## src/rtl/gpio_arb_pkg.sv

```systemverilog
// gpio_arb_pkg: shared state encoding, default GPIO base address and requester indices
package gpio_arb_pkg;
  typedef enum logic [1:0] {IDLE = 2'd0, ACCESS = 2'd1, RESP = 2'd2} state_e;
  localparam logic [31:0] GPIO_BASE_DEF = 32'h4000_0000;
  localparam logic M0 = 1'b0;
  localparam logic M1 = 1'b1;
endpackage

```

## src/rtl/rr_arbiter2.sv

```systemverilog
// rr_arbiter2: two-way round-robin pick; the requester that was not granted last wins a tie
//   req_i        request vector, bit 0 = m0, bit 1 = m1
//   last_grant_i index granted in the previous transaction
//   grant_o      selected requester index (meaningful only when valid_o)
//   valid_o      at least one request present
module rr_arbiter2
  import gpio_arb_pkg::*;
(
  input  logic [1:0] req_i,
  input  logic       last_grant_i,
  output logic       grant_o,
  output logic       valid_o
);
  assign valid_o = |req_i;
  assign grant_o = &req_i ? ~last_grant_i : req_i[M1];
endmodule

```

## src/rtl/gpio_bus_arbiter.sv

```systemverilog
// gpio_bus_arbiter: shares the GPIO register between two requesters, one 3-cycle transaction per grant
//   clk, reset_n                     clock, asynchronous active-low reset
//   mX_req/we/addr/wdata             requester X transaction, held until mX_ack
//   mX_ack/err/rdata                 one-cycle completion, decode-miss flag and read data
//   gpio_we/re/wdata, gpio_rdata     single-cycle enables and data to/from the GPIO block
//   grant, busy                      current/last granted index, transaction in flight
module gpio_bus_arbiter
  import gpio_arb_pkg::*;
#(
  parameter int                ADDR_W    = 32,
  parameter logic [ADDR_W-1:0] GPIO_BASE = ADDR_W'(GPIO_BASE_DEF)
) (
  input  logic              clk,
  input  logic              reset_n,
  input  logic              m0_req,
  input  logic              m0_we,
  input  logic [ADDR_W-1:0] m0_addr,
  input  logic [31:0]       m0_wdata,
  output logic              m0_ack,
  output logic              m0_err,
  output logic [31:0]       m0_rdata,
  input  logic              m1_req,
  input  logic              m1_we,
  input  logic [ADDR_W-1:0] m1_addr,
  input  logic [31:0]       m1_wdata,
  output logic              m1_ack,
  output logic              m1_err,
  output logic [31:0]       m1_rdata,
  output logic              gpio_we,
  output logic              gpio_re,
  output logic [31:0]       gpio_wdata,
  input  logic [31:0]       gpio_rdata,
  output logic              grant,
  output logic              busy
);
  state_e      state_q, state_d;
  logic        grant_q, grant_d, last_q, last_d, we_q, we_d, hit_q, hit_d;
  logic [31:0] wdata_q, wdata_d, rdata_q, rdata_d;
  logic        arb_grant, arb_valid;
  rr_arbiter2 u_arb (
    .req_i       ({m1_req, m0_req}),
    .last_grant_i(last_q),
    .grant_o     (arb_grant),
    .valid_o     (arb_valid)
  );
  always_comb begin
    state_d = state_q;
    grant_d = grant_q;
    last_d  = last_q;
    we_d    = we_q;
    hit_d   = hit_q;
    wdata_d = wdata_q;
    rdata_d = rdata_q;
    case (state_q)
      IDLE: if (arb_valid) begin
        state_d = ACCESS;
        grant_d = arb_grant;
        we_d    = arb_grant ? m1_we : m0_we;
        hit_d   = (arb_grant ? m1_addr : m0_addr) == GPIO_BASE;
        wdata_d = arb_grant ? m1_wdata : m0_wdata;
      end
      ACCESS: begin
        state_d = RESP;
        rdata_d = hit_q && !we_q ? gpio_rdata : '0;
      end
      RESP: begin
        state_d = IDLE;
        last_d  = grant_q;
      end
      default: state_d = IDLE;
    endcase
  end
  always_ff @(posedge clk or negedge reset_n) begin
    if (!reset_n) begin
      state_q <= IDLE;
      grant_q <= M0;
      last_q  <= M1;
      we_q    <= 1'b0;
      hit_q   <= 1'b0;
      wdata_q <= '0;
      rdata_q <= '0;
    end else begin
      state_q <= state_d;
      grant_q <= grant_d;
      last_q  <= last_d;
      we_q    <= we_d;
      hit_q   <= hit_d;
      wdata_q <= wdata_d;
      rdata_q <= rdata_d;
    end
  end
  // Outputs decode straight from registered state, so reset clears them asynchronously.
  assign gpio_we    = state_q == ACCESS && hit_q && we_q;
  assign gpio_re    = state_q == ACCESS && hit_q && !we_q;
  assign gpio_wdata = wdata_q;
  assign m0_ack     = state_q == RESP && grant_q == M0;
  assign m1_ack     = state_q == RESP && grant_q == M1;
  assign m0_err     = m0_ack && !hit_q;
  assign m1_err     = m1_ack && !hit_q;
  assign m0_rdata   = m0_ack ? rdata_q : '0;
  assign m1_rdata   = m1_ack ? rdata_q : '0;
  assign grant      = grant_q;
  assign busy       = state_q != IDLE;
endmodule

```

## config.mk

```make
export PLATFORM = sky130hd
export DESIGN_NAME = gpio_bus_arbiter
export DESIGN_NICKNAME = d
export VERILOG_FILES = /design/src/rtl/gpio_arb_pkg.sv /design/src/rtl/rr_arbiter2.sv /design/src/rtl/gpio_bus_arbiter.sv
export SDC_FILE = /design/constraint.sdc
export NUM_CORES = 1
export LEC_CHECK = 0
export BUFFER_PORTS_ARGS = -buffer_cell sky130_fd_sc_hd__buf_2
export CORE_MARGIN = 4
export CORE_UTILIZATION = 36
export CTS_CLUSTER_DIAMETER = 150
export DETAILED_ROUTE_END_ITERATION = 6
export HOLD_SLACK_MARGIN = 0.12
export PLACE_DENSITY = 0.76
export REMOVE_ABC_BUFFERS = 1
export SETUP_SLACK_MARGIN = 0.1
export SYNTH_ARGS = -nofsm -noshare
export SYNTH_HDL_FRONTEND = slang
export SYNTH_SLANG_ARGS = --single-unit
```

## constraint.sdc

```tcl
create_clock -name clk -period 1.5 [get_ports clk]
set_input_delay 0.15 -clock clk [delete_from_list [all_inputs] [get_ports clk]]
set_output_delay 0.15 -clock clk [all_outputs]
set_load 0.005 [all_outputs]
```

**Word-level counts from Yosys, hierarchy flattened**

Cells that the tools add are included.

- Register bits: 70
- Latch bits: 0
- RAM bits: 0
- ROM bits: 0
- Bits of input ports: 166
- Output and inout port bits: 104
- Logic and storage cells: 37
- Memories kept: 0

- Add/subtract/negate cells: 0
- $mul: 0
- Div/mod/pow operators: 0
- Magnitude comparators: 0
- Equality and inequality tests: 4
- Shift operators: 0
- Muxes and demuxes: 9
- Bitwise logic cells: 2
- Reductions and logical operators: 15

Operators with widths:

| cell | number |
|---|---|
| 2-to-1 mux 32 bit | 5 |
| == test 32 x 31 -> 1 bit, second input constant | 1 |
| logical AND 1 bit | 8 |
| case mux 2 bit (2 select lines) | 1 |
| AND reduction 2 bit | 2 |
| == test 2 x 1 -> 1 bit, second input constant | 1 |
| == test 2 bit, second input constant | 1 |
| zero test 1 bit | 2 |
| zero test 2 bit | 1 |
| 2-to-1 mux 1 bit | 2 |
| 2-to-1 mux 2 bit | 1 |
| inequality test 2 bit, second input constant | 1 |
| inverter 1 bit | 2 |
| nonzero test 2 bit | 1 |
| OR reduction 2 bit | 1 |

**Depth between registers and ports, before layout**

- Depth after elaboration: 4
- Mapped depth: 7
- Depth with buffers taken out: 5

**Cells and area by module**

A second synthesis with hierarchy kept.

- Cell total of the unflattened synthesis: 337
- Area total of the unflattened synthesis: 3435.8 sq um

By module, submodules not included:

| module | times used | cells an instance | area each (sq um) | seq. area each (sq um) |
|---|---|---|---|---|
| gpio_bus_arbiter | 1 | 335 | 3422.0 | 1752.9 |
| rr_arbiter2 | 1 | 2 | 13.8 | 0.0 |

**Worst setup path after synthesis**

No wires, ideal clock.

- Kind: reg-to-reg
- Start: register last_q
- End: register hit_q
- Setup time: 64 ps
- Arrival: 1354 ps
- Required time: 1436 ps
- Slack: 82 ps
- Stages on the path, launching flop included: 6
- Path buffers: 1
- Period minus slack after synthesis: 1418 ps
- Cells stage by stage: dfstp_2 > a21boi_1 > buf_6 > or4_1 > nor4_2 > a211o_1

- Longest elaborated chain between the ends: 4

RTL lines:

| element | line | RTL |
|---|---|---|
| start, declared | gpio_bus_arbiter.sv:37 | `logic grant_q, grant_d, last_q, last_d, we_q, we_d, hit_q, hit_d;` |
| start signal, assigned | gpio_bus_arbiter.sv:85 | `last_q <= last_d;` |
| inverter 1 bit | rr_arbiter2.sv:15 | `assign grant_o = &req_i ? ~last_grant_i : req_i[M1];` |
| 2-to-1 mux 1 bit | rr_arbiter2.sv:15 |  |
| 2-to-1 mux 32 bit | gpio_bus_arbiter.sv:59 | `hit_d = (arb_grant ? m1_addr : m0_addr) == GPIO_BASE;` |
| == test 32 x 31 -> 1 bit | gpio_bus_arbiter.sv:59 |  |
| end signal, assigned | gpio_bus_arbiter.sv:87 | `hit_q <= hit_d;` |
| end, declared | gpio_bus_arbiter.sv:37 |  |

No other way between the ends.
A chain may end at the register's enable or synchronous reset.

**Worst setup path after layout**

- Start: register state_q[0]
- End: output m1_rdata[27]

- Longest elaborated chain between the ends: 3

RTL lines:

| element | line | RTL |
|---|---|---|
| start, declared | gpio_bus_arbiter.sv:36 | `state_e state_q, state_d;` |
| start signal, assigned | gpio_bus_arbiter.sv:83 | `state_q <= state_d;` |
| == test 2 bit | gpio_bus_arbiter.sv:97 | `assign m1_ack = state_q == RESP && grant_q == M1;` |
| logical AND 1 bit | gpio_bus_arbiter.sv:97 |  |
| 2-to-1 mux 32 bit | gpio_bus_arbiter.sv:101 | `assign m1_rdata = m1_ack ? rdata_q : '0;` |
| end, declared | gpio_bus_arbiter.sv:28 | `output logic [31:0] m1_rdata,` |

No other way between the ends.

==> summary.md <==
| Metric | Value |
|---|---|
| Outcome | `finished with violations` |
| Failing checks | `negative setup slack` |
| Sequential share of power | `just under 30%` |
| Hold wc startpoint | `m1_we` |
| Core Box Area | `9280 um^2` |
| Final std cells w/o fill | `874` |
| TritonCTS clock tree | `done` |
| Placed Cells | `between 700 and 800` |
| I/O pins | `270` |
| DRC | `0` |
| Max-slew headroom | `73.6%` |
| Worst hold path type | `in -> reg` |
| I/O Buffers | `between 200 and 300` |
| Synth Area in Compound Gates | `between 10 and 15%` |
| LEAKAGE | `3.87 nW` |
| Synthesized area per cell | `10.3 um^2` |
| Synthesized area | `3450 um^2` |
| Crit-path cells | `nand2b_4 > nor2_4 > clkbuf_16 > and2_1 > buf_2` |
| Synth Area in Adders | `0%` |
| PD cells | `1310 nW/um^2` |
| Global placer's final weighted congestion | `about 0.8` |
| Slowest cell on crit path | `dfrtp_1` |
| CTS buffer count | `9` |
| Sink Count | `70` |
| WS Path Type | `reg -> out` |
| Clock share of power | `19.6%` |
| Clk Latency, worst-skew pair | `~0.34 ns` |
| Final WS setup | `-0.278 ns` |
| Power share of the combinational group | `51.4%` |
| Final #Nets | `~900` |
| Post-Synth Simple-Gate Area | `21.5%` |
| Start point of the critical path | `state_q[0]$_DFFE_PN0P_` |
| Synth top area share | `50.1%` |
| Post-Synth XOR/XNOR Area | `0%` |
| Final setup viols | `131` |
| Yosys warns | `0` |
| Global Route Usage Sum | `a little over a quarter` |
| Yosys top cell by area | `dfrtp_1` |
| Crit share post-route | `119%` |
| Via count | `4508` |
| Max incr delay on CP | `~0.40 ns` |
| Post-route ant nets | `0` |
| Clock root cell | `clkbuf_8` |
| Total power | `9.67 mW` |
| P_int | `about 6.2 mW` |
| Final HPWL DP | `8640 um` |
| Final WL | `17900 um` |
| Final Skew | `approximately 0.016 ns` |
| NetSw | `3.50 mW` |
| Fin crit period | `about 1.8 ns` |
| Initial antenna violation count | `0` |
| Initial Util | `37.1%` |
| Top cells by area, synth | `dfrtp_1 (50%), and2_1 (12%), mux2i_1 (9.6%)` |
| Combinational family with the most area after synthesis | `simple AND/OR/NAND/NOR gates` |
| Largest net degree at the start of global routing | `43` |
| Number of synthesized register bits | `70` |
| Rows | `35` |
| DR WL/cell | `20.4 um` |
| Vias in the first global route | `4684` |
| Number of DRC markers in iteration 0 | `239` |
| Area Overhead vs Synth | `114%` |
| Util after Layout | `79.4%` |
| Share of cells above drive strength 1 | `56.9%` |
| Cell variety after synth | `27` |
| VDD IR-drop max | `roughly 0.00085 V` |
| Endpoints failing hold | `0` |
| Die area | `11200 um^2` |
| Net Sw Frac | `36.2%` |
| First-pass GRT wire length | `~24000 um` |
| Fillers | `537` |
| Total grt overflow | `0` |
| Post-synthesis sequential area ratio | `roughly half` |
| Arrival @ worst endpoint | `1.63 ns` |
| Endpoint required time on the critical path | `around 1.4 ns` |
| DR vias/cell | `a little over 5` |
| Critical path peak fanout | `16` |
| Clk buf depth | `2` |
| Startpoint Class | `flop` |
| Max-Cap Viols | `0` |
| Mux cell area share after synthesis | `9.58%` |
| # diodes | `0` |
| F_max | `0.562 GHz` |
| H-tree levels | `3` |
| Die Y-Extent | `106 um` |
| Max Slew Vio Count | `0` |
| Post-Syn Instances | `about 340` |
| Die W | `roughly 110 um` |
| RSZ-0062 raised after global routing | `true` |
| R2r startpoint | `state_q[0]$_DFFE_PN0P_` |
| Clock Pin Slew Worst Setup and Hold Paths | `0.09 ns` |
| Drt pass-1 iters | `4` |
| CP Capture Type | `output pin` |
| Slew @ Worst Pin | `0.397 ns` |
cell usage after synthesis (all sizes together):
| master | n |
|---|---|
| and2 | 64 |
| nor4b | 2 |
| nor4 | 16 |
| inv | 5 |
| mux2i | 33 |
| nor3 | 2 |
| a21boi | 1 |
| buf | 12 |
| nand2b | 2 |
| clkbuf | 12 |
| dfrtp | 69 |
| dfstp | 1 |
| a211o | 1 |
| or4 | 1 |
| a22o | 32 |
| a21o | 1 |
| o21ai | 35 |
| nand4 | 3 |
| and3 | 1 |
| nor2 | 5 |
| nand2 | 37 |
area by class of cell:
type                       instances  area, um^2  share of cell area [%]
clock buffer                      11         141                    1.92
inverter                           5        26.3                   0.356
tap                              129         161                    2.19
sequential                        70        1750                    23.8
clock inverter                     5         106                    1.44
timing repair buffer             417        3280                    44.5
multi-input combinational        237        1900                    25.8
final timing paths:
check	cells past startpoint	end	slack [ns]
setup / recovery	5	m1_rdata[27]	-0.28
hold / removal	3	we_q$_DFFE_PN0P_	0.14
setup reg to reg	10	gpio_wdata[23]$_DFFE_PN0P_	-0.20
hold reg to reg	2	gpio_wdata[22]$_DFFE_PN0P_	0.49
max in group asynchronous	3	rdata_q[29]$_DFFE_PN0N_	0.63
min in group asynchronous	2	gpio_wdata[10]$_DFFE_PN0P_	0.29
repair_timing:
item | 4_1_cts | 5_1_grt
hold endpoints to repair | 119 | 1
pin swaps | 17 | 19
setup buffers | 15 | 15
resized for setup | 96 | 87
setup endpoints to repair | 100 | 124
hold buffers | 93 | 1
cloned | 10 | 4
per-stage QoR:
step                setup TNS [ns]  area (um^2)  hold slack [ns]  worst slack [ns]
finish                      -20.47         7370            0.136            -0.278
global route                -28.23         7370            0.127            -0.346
CTS                         -12.48         6820            0.121            -0.209
detailed placement               0         5030            0.107            0.0215
global placement                 0         5030            0.103            0.0730
floorplan                   -98.12         3320           -0.146             -1.89
cell usage in the layout, fill, tap and decap left out, types with 15 or more instances in the layout:
cell	count
o21ai_2	19
dfrtp_1	69
nand2_2	15
and2_1	39
buf_2	240
a22o_1	32
buf_6	41
and2_4	25
buf_4	20
mux2i_1	33
dlygate4sd3_1	94
metal layers:
metal  up-vias  GRT usage [%]  wire length (um)
li1       1991              -                 -
met3        55           6.31              1540
met5         -              0                 0
met4         0           9.90               581
met2       283           50.4              9280
met1      2179           31.0              6450
kinds of logic after synthesis:
logic type,count (synthesis)
buffers and inverters,29
multiplexers,33
flip-flops,70
AND/OR/NAND/NOR,133
AO/OA/AOI/OAI,70
state kept, by name (all words and copies together), names as in the netlist:
signal and cells:
grant 1, rdata_q 32, state_q 2, gpio_wdata 32
we_q 1, hit_q 1, last_q 1
power groups by stage:
stage	Combinational (mW)	Sequential [mW]	Clock, mW
floorplan	1.02	2.72	0
global placement	2.30	2.70	0
detailed placement	2.41	2.70	0
CTS	4.17	2.72	1.92
global route	5.26	2.85	2.03
finish	4.97	2.80	1.89
worst max-delay path: cells and delay by family (launching register included):
family | cells | cell delay [ns]
buffers and inverters | 2 | 0.33
DFF | 1 | 0.40
and+or+nand+nor | 3 | 0.56
(Power assumes the default switching activity.)
